### config.mk
export PLATFORM = sky130hd
export DESIGN_NAME = data_sram_responder
export DESIGN_NICKNAME = d
export VERILOG_FILES = /design/src/rtl/data_sram_responder_pkg.sv /design/src/rtl/data_sram_responder_resp_shift_pipe.sv /design/src/rtl/data_sram_responder.sv
export SDC_FILE = /design/constraint.sdc
export NUM_CORES = 1
export LEC_CHECK = 0
export BUFFER_PORTS_ARGS = -buffer_cell sky130_fd_sc_hd__buf_2
export CAP_MARGIN = 40
export CORE_AREA = 2 2 75 77
export DETAILED_ROUTE_END_ITERATION = 10
export DIE_AREA = 0 0 77 79
export GPL_TIMING_DRIVEN = 1
export PLACE_DENSITY = 0.82
export SLEW_MARGIN = 20
export SYNTH_ARGS = -nofsm -noshare
export SYNTH_HDL_FRONTEND = slang
export SYNTH_SLANG_ARGS = --single-unit
### constraint.sdc
create_clock -name clk -period 1.6 [get_ports clk]
set_input_delay 0.08 -clock clk [delete_from_list [all_inputs] [get_ports clk]]
set_output_delay 0.08 -clock clk [all_outputs]
set_load 0.02 [all_outputs]
### src/rtl/data_sram_responder_pkg.sv
// -----------------------------------------------------------------------------
// data_sram_responder_pkg
// Shared definitions for the data SRAM responder:
//   - size_e     : access size encodings carried on data_size
//   - legal range limits for RESP_LAT and MAX_OUT
//   - LFSR_SEED  : reset value of the optional stall-injection LFSR
//   - lfsr_next  : one step of the 16-bit Fibonacci LFSR (taps 16,14,13,11)
// -----------------------------------------------------------------------------
package data_sram_responder_pkg;

    typedef enum logic [2:0] {
        SIZE_B = 3'd0,
        SIZE_H = 3'd1,
        SIZE_W = 3'd2
    } size_e;

    localparam int RESP_LAT_MIN = 1;
    localparam int RESP_LAT_MAX = 4;
    localparam int MAX_OUT_MIN  = 1;

    localparam logic [15:0] LFSR_SEED = 16'hACE1;

    // Shift left, feeding back the XOR of taps 16,14,13,11 (bits 15,13,12,10).
    function automatic logic [15:0] lfsr_next(input logic [15:0] cur);
        return {cur[14:0], cur[15] ^ cur[13] ^ cur[12] ^ cur[10]};
    endfunction

endpackage

### src/rtl/data_sram_responder_resp_shift_pipe.sv
// -----------------------------------------------------------------------------
// data_sram_responder_resp_shift_pipe
// RESP_LAT-deep shift register of {valid, is_read} plus the read word.
// Stage 0 is loaded on the accept edge; the SRAM word appears one cycle later
// and is captured into stage 1, then carried with its entry to the last stage.
// Ports:
//   clk, reset      : clock, synchronous active-high reset
//   load            : a request was accepted this cycle
//   load_is_read    : the accepted request is a read
//   ram_rdata [32]  : SRAM read data (valid one cycle after a read access)
//   resp_valid      : last stage holds a response
//   resp_rdata [32] : read word of the last stage, zero for write entries
// -----------------------------------------------------------------------------
module data_sram_responder_resp_shift_pipe #(
    parameter int RESP_LAT = 2
) (
    input  logic        clk,
    input  logic        reset,
    input  logic        load,
    input  logic        load_is_read,
    input  logic [31:0] ram_rdata,
    output logic        resp_valid,
    output logic [31:0] resp_rdata
);

    logic [RESP_LAT-1:0] valid_q;
    logic [RESP_LAT-1:0] is_read_q;

    // Control shift chain; reset empties it so in-flight responses are lost.
    always_ff @(posedge clk) begin
        if (reset) begin
            valid_q   <= '0;
            is_read_q <= '0;
        end else begin
            valid_q[0]   <= load;
            is_read_q[0] <= load && load_is_read;
            for (int i = 1; i < RESP_LAT; i++) begin
                valid_q[i]   <= valid_q[i-1];
                is_read_q[i] <= is_read_q[i-1];
            end
        end
    end

    assign resp_valid = valid_q[RESP_LAT-1];

    generate
        if (RESP_LAT == 1) begin : g_lat1
            // Capture and return coincide: the SRAM output register is the
            // response register, so its word is forwarded for read entries.
            assign resp_rdata = (valid_q[0] && is_read_q[0]) ? ram_rdata : '0;
        end else begin : g_latn
            logic [31:0] rdata_q [1:RESP_LAT-1];

            // Read word captured one cycle after accept, then shifted along.
            always_ff @(posedge clk) begin
                if (reset) begin
                    for (int i = 1; i < RESP_LAT; i++) begin
                        rdata_q[i] <= '0;
                    end
                end else begin
                    rdata_q[1] <= (valid_q[0] && is_read_q[0]) ? ram_rdata : '0;
                    for (int i = 2; i < RESP_LAT; i++) begin
                        rdata_q[i] <= rdata_q[i-1];
                    end
                end
            end

            assign resp_rdata = is_read_q[RESP_LAT-1] ? rdata_q[RESP_LAT-1] : '0;
        end
    endgenerate

endmodule

### src/rtl/data_sram_responder.sv
// -----------------------------------------------------------------------------
// data_sram_responder
// Responder end of the SRAM-like CPU data interface. Accepts requests, drives a
// 1-cycle-latency synchronous data SRAM, and returns one in-order response per
// accepted request exactly RESP_LAT cycles after acceptance.
// Parameters:
//   RESP_LAT : accept-to-data_ok latency in cycles (1..4)
//   MAX_OUT  : max accepted-but-unanswered requests (1..RESP_LAT)
//   AW       : SRAM word-address width (ram_addr = data_addr[AW+1:2], AW <= 30)
// Ports:
//   clk, reset                   : clock, synchronous active-high reset
//   data_req/wr/wstrb/addr/size/wdata : request from the execute stage
//   data_addr_ok                 : request accepted when data_req is also high
//   data_data_ok, data_rdata     : response strobe and read word (0 for writes)
//   ram_en/wen/addr/wdata        : SRAM access, combinational from the request
//   ram_rdata                    : SRAM read word, one cycle after a read
// Configuration:
//   DATA_SRAM_RESP_STALL_EN : when defined, a 16-bit LFSR randomly withholds
//                             data_addr_ok (about one cycle in four).
// -----------------------------------------------------------------------------
module data_sram_responder
    import data_sram_responder_pkg::*;
#(
    parameter int RESP_LAT = 2,
    parameter int MAX_OUT  = 2,
    parameter int AW       = 16
) (
    input  logic          clk,
    input  logic          reset,
    input  logic          data_req,
    input  logic          data_wr,
    input  logic [3:0]    data_wstrb,
    input  logic [31:0]   data_addr,
    input  logic [2:0]    data_size,
    input  logic [31:0]   data_wdata,
    output logic          data_addr_ok,
    output logic          data_data_ok,
    output logic [31:0]   data_rdata,
    output logic          ram_en,
    output logic [3:0]    ram_wen,
    output logic [AW-1:0] ram_addr,
    output logic [31:0]   ram_wdata,
    input  logic [31:0]   ram_rdata
);

    localparam int CNT_W = $clog2(MAX_OUT + 1);

    logic [CNT_W-1:0] cnt;
    logic             accept;
    logic             ret;
    logic             stall_inj;
    logic             resp_valid;
    logic [31:0]      resp_rdata;

    generate
        if (RESP_LAT < RESP_LAT_MIN || RESP_LAT > RESP_LAT_MAX ||
            MAX_OUT < MAX_OUT_MIN || MAX_OUT > RESP_LAT) begin : g_bad_cfg
            $error("data_sram_responder: RESP_LAT/MAX_OUT out of range");
        end
    endgenerate

`ifdef DATA_SRAM_RESP_STALL_EN
    logic [15:0] lfsr;

    // Free-running LFSR; stalls only gate acceptance, never the response timing.
    always_ff @(posedge clk) begin
        if (reset) begin
            lfsr <= LFSR_SEED;
        end else begin
            lfsr <= lfsr_next(lfsr);
        end
    end

    assign stall_inj = (lfsr[1:0] == 2'b00);
`else
    assign stall_inj = 1'b0;
`endif

    assign data_addr_ok = !reset && (cnt < CNT_W'(MAX_OUT)) && !stall_inj;
    assign accept       = data_req && data_addr_ok;

    assign ram_en    = accept;
    assign ram_wen   = (accept && data_wr) ? data_wstrb : 4'b0000;
    assign ram_addr  = data_addr[AW+1:2];
    assign ram_wdata = data_wdata;

    data_sram_responder_resp_shift_pipe #(
        .RESP_LAT (RESP_LAT)
    ) u_resp_pipe (
        .clk          (clk),
        .reset        (reset),
        .load         (accept),
        .load_is_read (!data_wr),
        .ram_rdata    (ram_rdata),
        .resp_valid   (resp_valid),
        .resp_rdata   (resp_rdata)
    );

    // Fixed latency means the pipe's last stage is exactly one response per cycle.
    assign ret          = resp_valid;
    assign data_data_ok = !reset && resp_valid;
    assign data_rdata   = reset ? '0 : resp_rdata;

    // Outstanding counter: accept and return in the same cycle cancel out.
    always_ff @(posedge clk) begin
        if (reset) begin
            cnt <= '0;
        end else begin
            case ({accept, ret})
                2'b10:   cnt <= cnt + CNT_W'(1);
                2'b01:   cnt <= cnt - CNT_W'(1);
                default: cnt <= cnt;
            endcase
        end
    end

    // Simulation-only sanity checks on the interface and the counter.
    always_ff @(posedge clk) begin
        if (!reset) begin
            assert (!(ret && !accept && cnt == '0));
            assert (!accept || (data_size <= SIZE_W && data_addr[1:0] == 2'b00));
        end
    end

    logic unused_bits;
    assign unused_bits = ^{data_addr[31:AW+2], data_addr[1:0], data_size};

endmodule

Yosys cells after proc, flatten, opt, wreduce, memory -nomap -nowiden --
Memory sizes are Yosys's and may differ from the RTL's. Index checks and enable logic that the tools add are counted.
Word-level totals: bits in writable memories 32, input bits 107, memories kept 1, word-level logic and storage cells 28, flip-flop bits (word level) 6
Memories:
- u_resp_pipe.g_latn.rdata_q | depth 1, width 32, rd ports 1, clocked after memory_dff 0, write ports 1, RTL line data_sram_responder_resp_shift_pipe.sv:52 | logic [31:0] rdata_q [1:RESP_LAT-1];
Cells by class: add/subtract/negate cells 2, $lt $le $gt $ge 1, muxes and demuxes 9, equality and inequality tests 2, bitwise gates (word level) 1, reduce and logical (&&, ||, !) cells 9
Operator list (number):
- $mux 32 | 4
- $logic_and 1x1->1 | 6
- $mux 4 | 1
- $pmux 2 s2 | 1
- $mux 1 | 3
- $add 2x1->2 const B | 1
- $eq 2x1->1 const B | 1
- $eq 2x2->1 const B | 1
- $logic_not 1->1 | 2
- $lt 2x2->1 const B | 1
- $reduce_bool 2->1 | 1
- $sub 2x1->2 const B | 1
- $or 1x1->1 | 1

Longest topological paths before layout --
word-level depth 5, gate-level depth with buffers 6, gate-level depth less buffers 6

By module --
From an unflattened synthesis, not the netlist that was laid out.
Second synthesis, totals: cell total of the unflattened synthesis 218, area, all modules 2067.0 µm²
Modules (own cells, without submodules):
- data_sram_responder_resp_shift_pipe | area an instance 1342.5 µm², cells each 116, instances 1
- data_sram_responder | area an instance 724.4 µm², cells each 102, instances 1

Least setup slack after synthesis --
Ideal clock, no wire load.
path type flip-flop to flip-flop, start reg cnt[1], end reg cnt[1], path buffers 0, stages on the path, launching flop included 6, data arrival time 1469 ps, setup time 70 ps, slack 61 ps, clock period less this slack 1539 ps, cell sequence dfxtp_1 > nor2_2 > nand2_2 > ha_1 > or3_1 > a21oi_1
Between the ends: longest elaborated chain between the ends 5
Ends and longest elaborated chain:
- start, declared | RTL line data_sram_responder.sv:48 | logic [CNT_W-1:0] cnt;
- start signal, assigned | RTL line data_sram_responder.sv:110 | 2'b10: cnt <= cnt + CNT_W'(1);
- start signal, assigned | RTL line data_sram_responder.sv:111 | 2'b01: cnt <= cnt - CNT_W'(1);
- start signal, assigned | RTL line data_sram_responder.sv:112 | default: cnt <= cnt;
- $lt 2x2->1 * | RTL line data_sram_responder.sv:79 | assign data_addr_ok = !reset && (cnt < CNT_W'(MAX_OUT)) && !stall_inj;
- $logic_and 1x1->1 * | RTL line data_sram_responder.sv:79
- net data_addr_ok | RTL line data_sram_responder.sv:36 | output logic data_addr_ok,
- $logic_and 1x1->1 * | RTL line data_sram_responder.sv:80 | assign accept = data_req && data_addr_ok;
- $eq 2x1->1 or $eq 2x2->1 (tied branches) | RTL line data_sram_responder.sv:109 | case ({accept, ret})
- $pmux 2 s2 or $reduce_bool 2->1 (tied branches)
Mark *: on every way through the listed nets, which the timed path passes. The rest lies on a longest branch. A chain may end at the register's enable or synchronous reset.

Final worst setup path --
start reg cnt[1], end reg cnt[1]
Between the ends: longest elaborated chain between the ends 5
Ends and longest elaborated chain (RTL line):
- $lt 2x2->1 | data_sram_responder.sv:79
- $logic_and 1x1->1 | data_sram_responder.sv:79
- $logic_and 1x1->1 | data_sram_responder.sv:80
- $eq 2x1->1 or $eq 2x2->1 (tied branches) | data_sram_responder.sv:109
- $pmux 2 s2 or $reduce_bool 2->1 (tied branches)
Parallel ways exist; a longest one is shown, timed or not.

==> impl_metrics.env <==
export IMPL_outcome="finished, final reports clean"
export IMPL_final_area_mm2=0.00193
export IMPL_rsz0062_at_grt="no"
export IMPL_cp_num_buf_inv=0
export IMPL_hp_class="in2reg"
export IMPL_die_area_mm2=0.00608
export IMPL_yosysWarnings=0
export IMPL_synthCells=179
export IMPL_vias=1171
export IMPL_holdWs_ns=0.0224
export IMPL_cpMaxStageDelayCell="or3_1"
export IMPL_reg2reg_setup_slack_ns=0.17
export IMPL_powerDensity_mw_per_mm2=972
export IMPL_globalplace_congestion=0.624
export IMPL_fmax_ghz=0.698
export IMPL_r2r_end="cnt[1]$_SDFFE_PP0P_"
export IMPL_clk_pin_slew_ns=0.08
export IMPL_layout_common_cells="78 x buf_2, 38 x dfxtp_1, 36 x and3_1, 17 x and2_1, 15 x and2_2"
export IMPL_vias_per_cell=4.14
export IMPL_hold_viol=0
export IMPL_yosysSeqAreaShare=0.438
export IMPL_ys_ff_latch=38
export IMPL_peakVddDrop_uv=543
export IMPL_cp_data_arrival_time_ns=1.65
export IMPL_relSlewSlack=0.613
export IMPL_wirelength_um=3270
export IMPL_cts_max_level=2
export IMPL_synth_area_leaders="dfxtp_1 44%, buf_4 21%, and3_1 13%"
export IMPL_tightest_slew_ns=0.579
export IMPL_start_kind="flip-flop"
export IMPL_slew_violations=0
export IMPL_hpwl_um=2370
export IMPL_fin_tns_setup_ns=0
export IMPL_synth_area_mm2=0.00174
export IMPL_dp_cells=274
export IMPL_core_mm2=0.00534
export IMPL_firstDrtPassIters=2
export IMPL_r2r_cells=5
export IMPL_setup_violations=0
export IMPL_syn2layout_area_growth_pct=11.2
export IMPL_cts_buffers=5
export IMPL_clock_latency_ns=0.28
export IMPL_postRouteAntennaNets=0
export IMPL_rr_startpoint="cnt[1]$_SDFFE_PP0P_"
export IMPL_io_buffers=78
export IMPL_post_synth_top_area_fraction=0.438
export IMPL_skew_ns=0.00794
export IMPL_routedWlPerCell_um=11.6
export IMPL_critical_path_top_delay_family="simple AND/OR/NAND/NOR gates"
export IMPL_cp_cell_sequence="nor2_2 > nand2_2 > ha_1 > or3_1 > a21oi_1"
export IMPL_grt_pass1_vias=1139
export IMPL_start_util=0.326
export IMPL_drc=0
export IMPL_diodes=0
export IMPL_ios=194
export IMPL_cts_sinks=38
export IMPL_post_route_util=0.362
export IMPL_drive_above_1_share=0.502
export IMPL_synth_area_leader_cell="dfxtp_1"
export IMPL_clockBufferDepth=2
export IMPL_placed_cell_area_mm2=0.00182
export IMPL_syn_num_nets=287
export IMPL_drtIter0Drc=31
export IMPL_min_to="u_resp_pipe.g_latn.rdata_q[1][11]$_SDFF_PP0_"
export IMPL_leakagePower_nw=1.12
export IMPL_crit_required_ns=1.82
export IMPL_nFillCells=582
export IMPL_num_rows=27
export IMPL_cp_depth=5
export IMPL_cap_violations=0
export IMPL_cp_max_fo=4
export IMPL_critPathMaxStageDelay_ns=0.35
export IMPL_fin_crit_ns=1.43
export IMPL_cts_tree="built"
export IMPL_path_class="reg2reg"
export IMPL_endpoint_kind="flip-flop"
export IMPL_die_w_um=77
export IMPL_grt_max_degree=34
export IMPL_hold_depth=2
export IMPL_root_buffer="clkbuf_8"
export IMPL_final_common_cell="buf_2"
export IMPL_grt_ovfl_total=0
export IMPL_period_share=0.896
export IMPL_fp_dieH_um=79
export IMPL_grt_usage=0.107
export IMPL_final_nets=318
export IMPL_syn_avg_cell_area_um2=9.71
export IMPL_instances_no_fill=283
export IMPL_antenna_found_initial=1
export IMPL_hp_start="ram_rdata[11]"
export IMPL_grt_pass1_wl_um=5110
export IMPL_ys_types=20
## per-layer routing
layer,share of wire,GRT usage,vias to the layer above
met5,0,0,-
met4,0.021,0.0589,0
met3,0.098,0.0477,9
met2,0.50,0.188,57
met1,0.38,0.106,525
li1,-,-,580
## how the worst max path moves through the flow
| stage | start | endpoint | slack, ns |
|---|---|---|---|
| 3_3_place_gp | cnt[1]$_SDFFE_PP0P_ | cnt[1]$_SDFFE_PP0P_ | 0.21 |
| 3_5_place_dp | cnt[1]$_SDFFE_PP0P_ | cnt[1]$_SDFFE_PP0P_ | 0.17 |
| 5_1_grt | u_resp_pipe.is_read_q[1]$_SDFF_PP0_ | data_rdata[15] | 0.07 |
| 4_1_cts | cnt[1]$_SDFFE_PP0P_ | cnt[1]$_SDFFE_PP0P_ | 0.15 |
| 6_report | cnt[1]$_SDFFE_PP0P_ | cnt[1]$_SDFFE_PP0P_ | 0.17 |
| 2_1_floorplan | cnt[1]$_SDFFE_PP0P_ | cnt[1]$_SDFFE_PP0P_ | 0.06 |
## registers in the layout (all words and copies together) (netlist names)
| signal | cells |
|---|---|
| u_resp_pipe.is_read_q | 2 |
| u_resp_pipe.g_latn.rdata_q | 32 |
| cnt | 2 |
| u_resp_pipe.valid_q | 2 |
## timing repair
| item | 4_1_cts | 5_1_grt |
|---|---|---|
| gates resized for setup | 0 | 0 |
| setup buffers | 0 | 0 |
| hold buffers | 1 | 0 |
| hold endpoints to repair | 1 | 0 |
## layout make-up
type,count,area (µm²),area share
inverters,2,7.51,0.00388
clock buffers,7,76.3,0.0395
clock inverters,1,30.0,0.0155
multi-input cells,82,553,0.286
flip-flops and latches,38,761,0.394
well taps,72,90.1,0.0466
repair buffers,81,415,0.215
## worst reg2reg max path, cell delays in order (launching register included)
cell	delay, ns
dfxtp_1	0.33
nor2_2	0.13
nand2_2	0.09
ha_1	0.34
or3_1	0.35
a21oi_1	0.13
## cell usage after synthesis
cell type,instances
a21oi_1,1
and2_1,17
and2_2,15
and2b_1,2
and3_1,36
buf_4,48
buf_6,3
clkbuf_1,6
dfxtp_1,38
ha_1,1
inv_1,1
inv_2,1
nand2_2,1
nor2_1,2
nor2_2,1
nor2b_4,2
o21ai_0,1
or3_1,1
xnor2_1,1
xor2_1,1
## cell families after synthesis
logic type | count (synthesis) | share of synthesized area
flops | 38 | 0.438
simple gates | 77 | 0.295
compound gates | 2 | 0.00575
fa+ha+maj | 1 | 0.00720
xor+xnor | 2 | 0.0101
buf+inv | 59 | 0.244
## per-stage QoR
step | power (mW) | worst slack (ns)
after floorplan | 1.23 | 0.0610
after global placement | 1.12 | 0.209
after detailed placement | 1.12 | 0.172
after CTS | 1.91 | 0.155
after global routing | 1.97 | 0.0672
final | 1.88 | 0.167
## power by group
part	switching (mW)	leakage, nW	internal (mW)
combinational	0.0639	0.759	0.0637
sequential	0.00923	0.307	0.962
clock	0.314	0.0524	0.466
total	0.387	1.12	1.49
No activity file was read; power rests on OpenSTA's default activity.
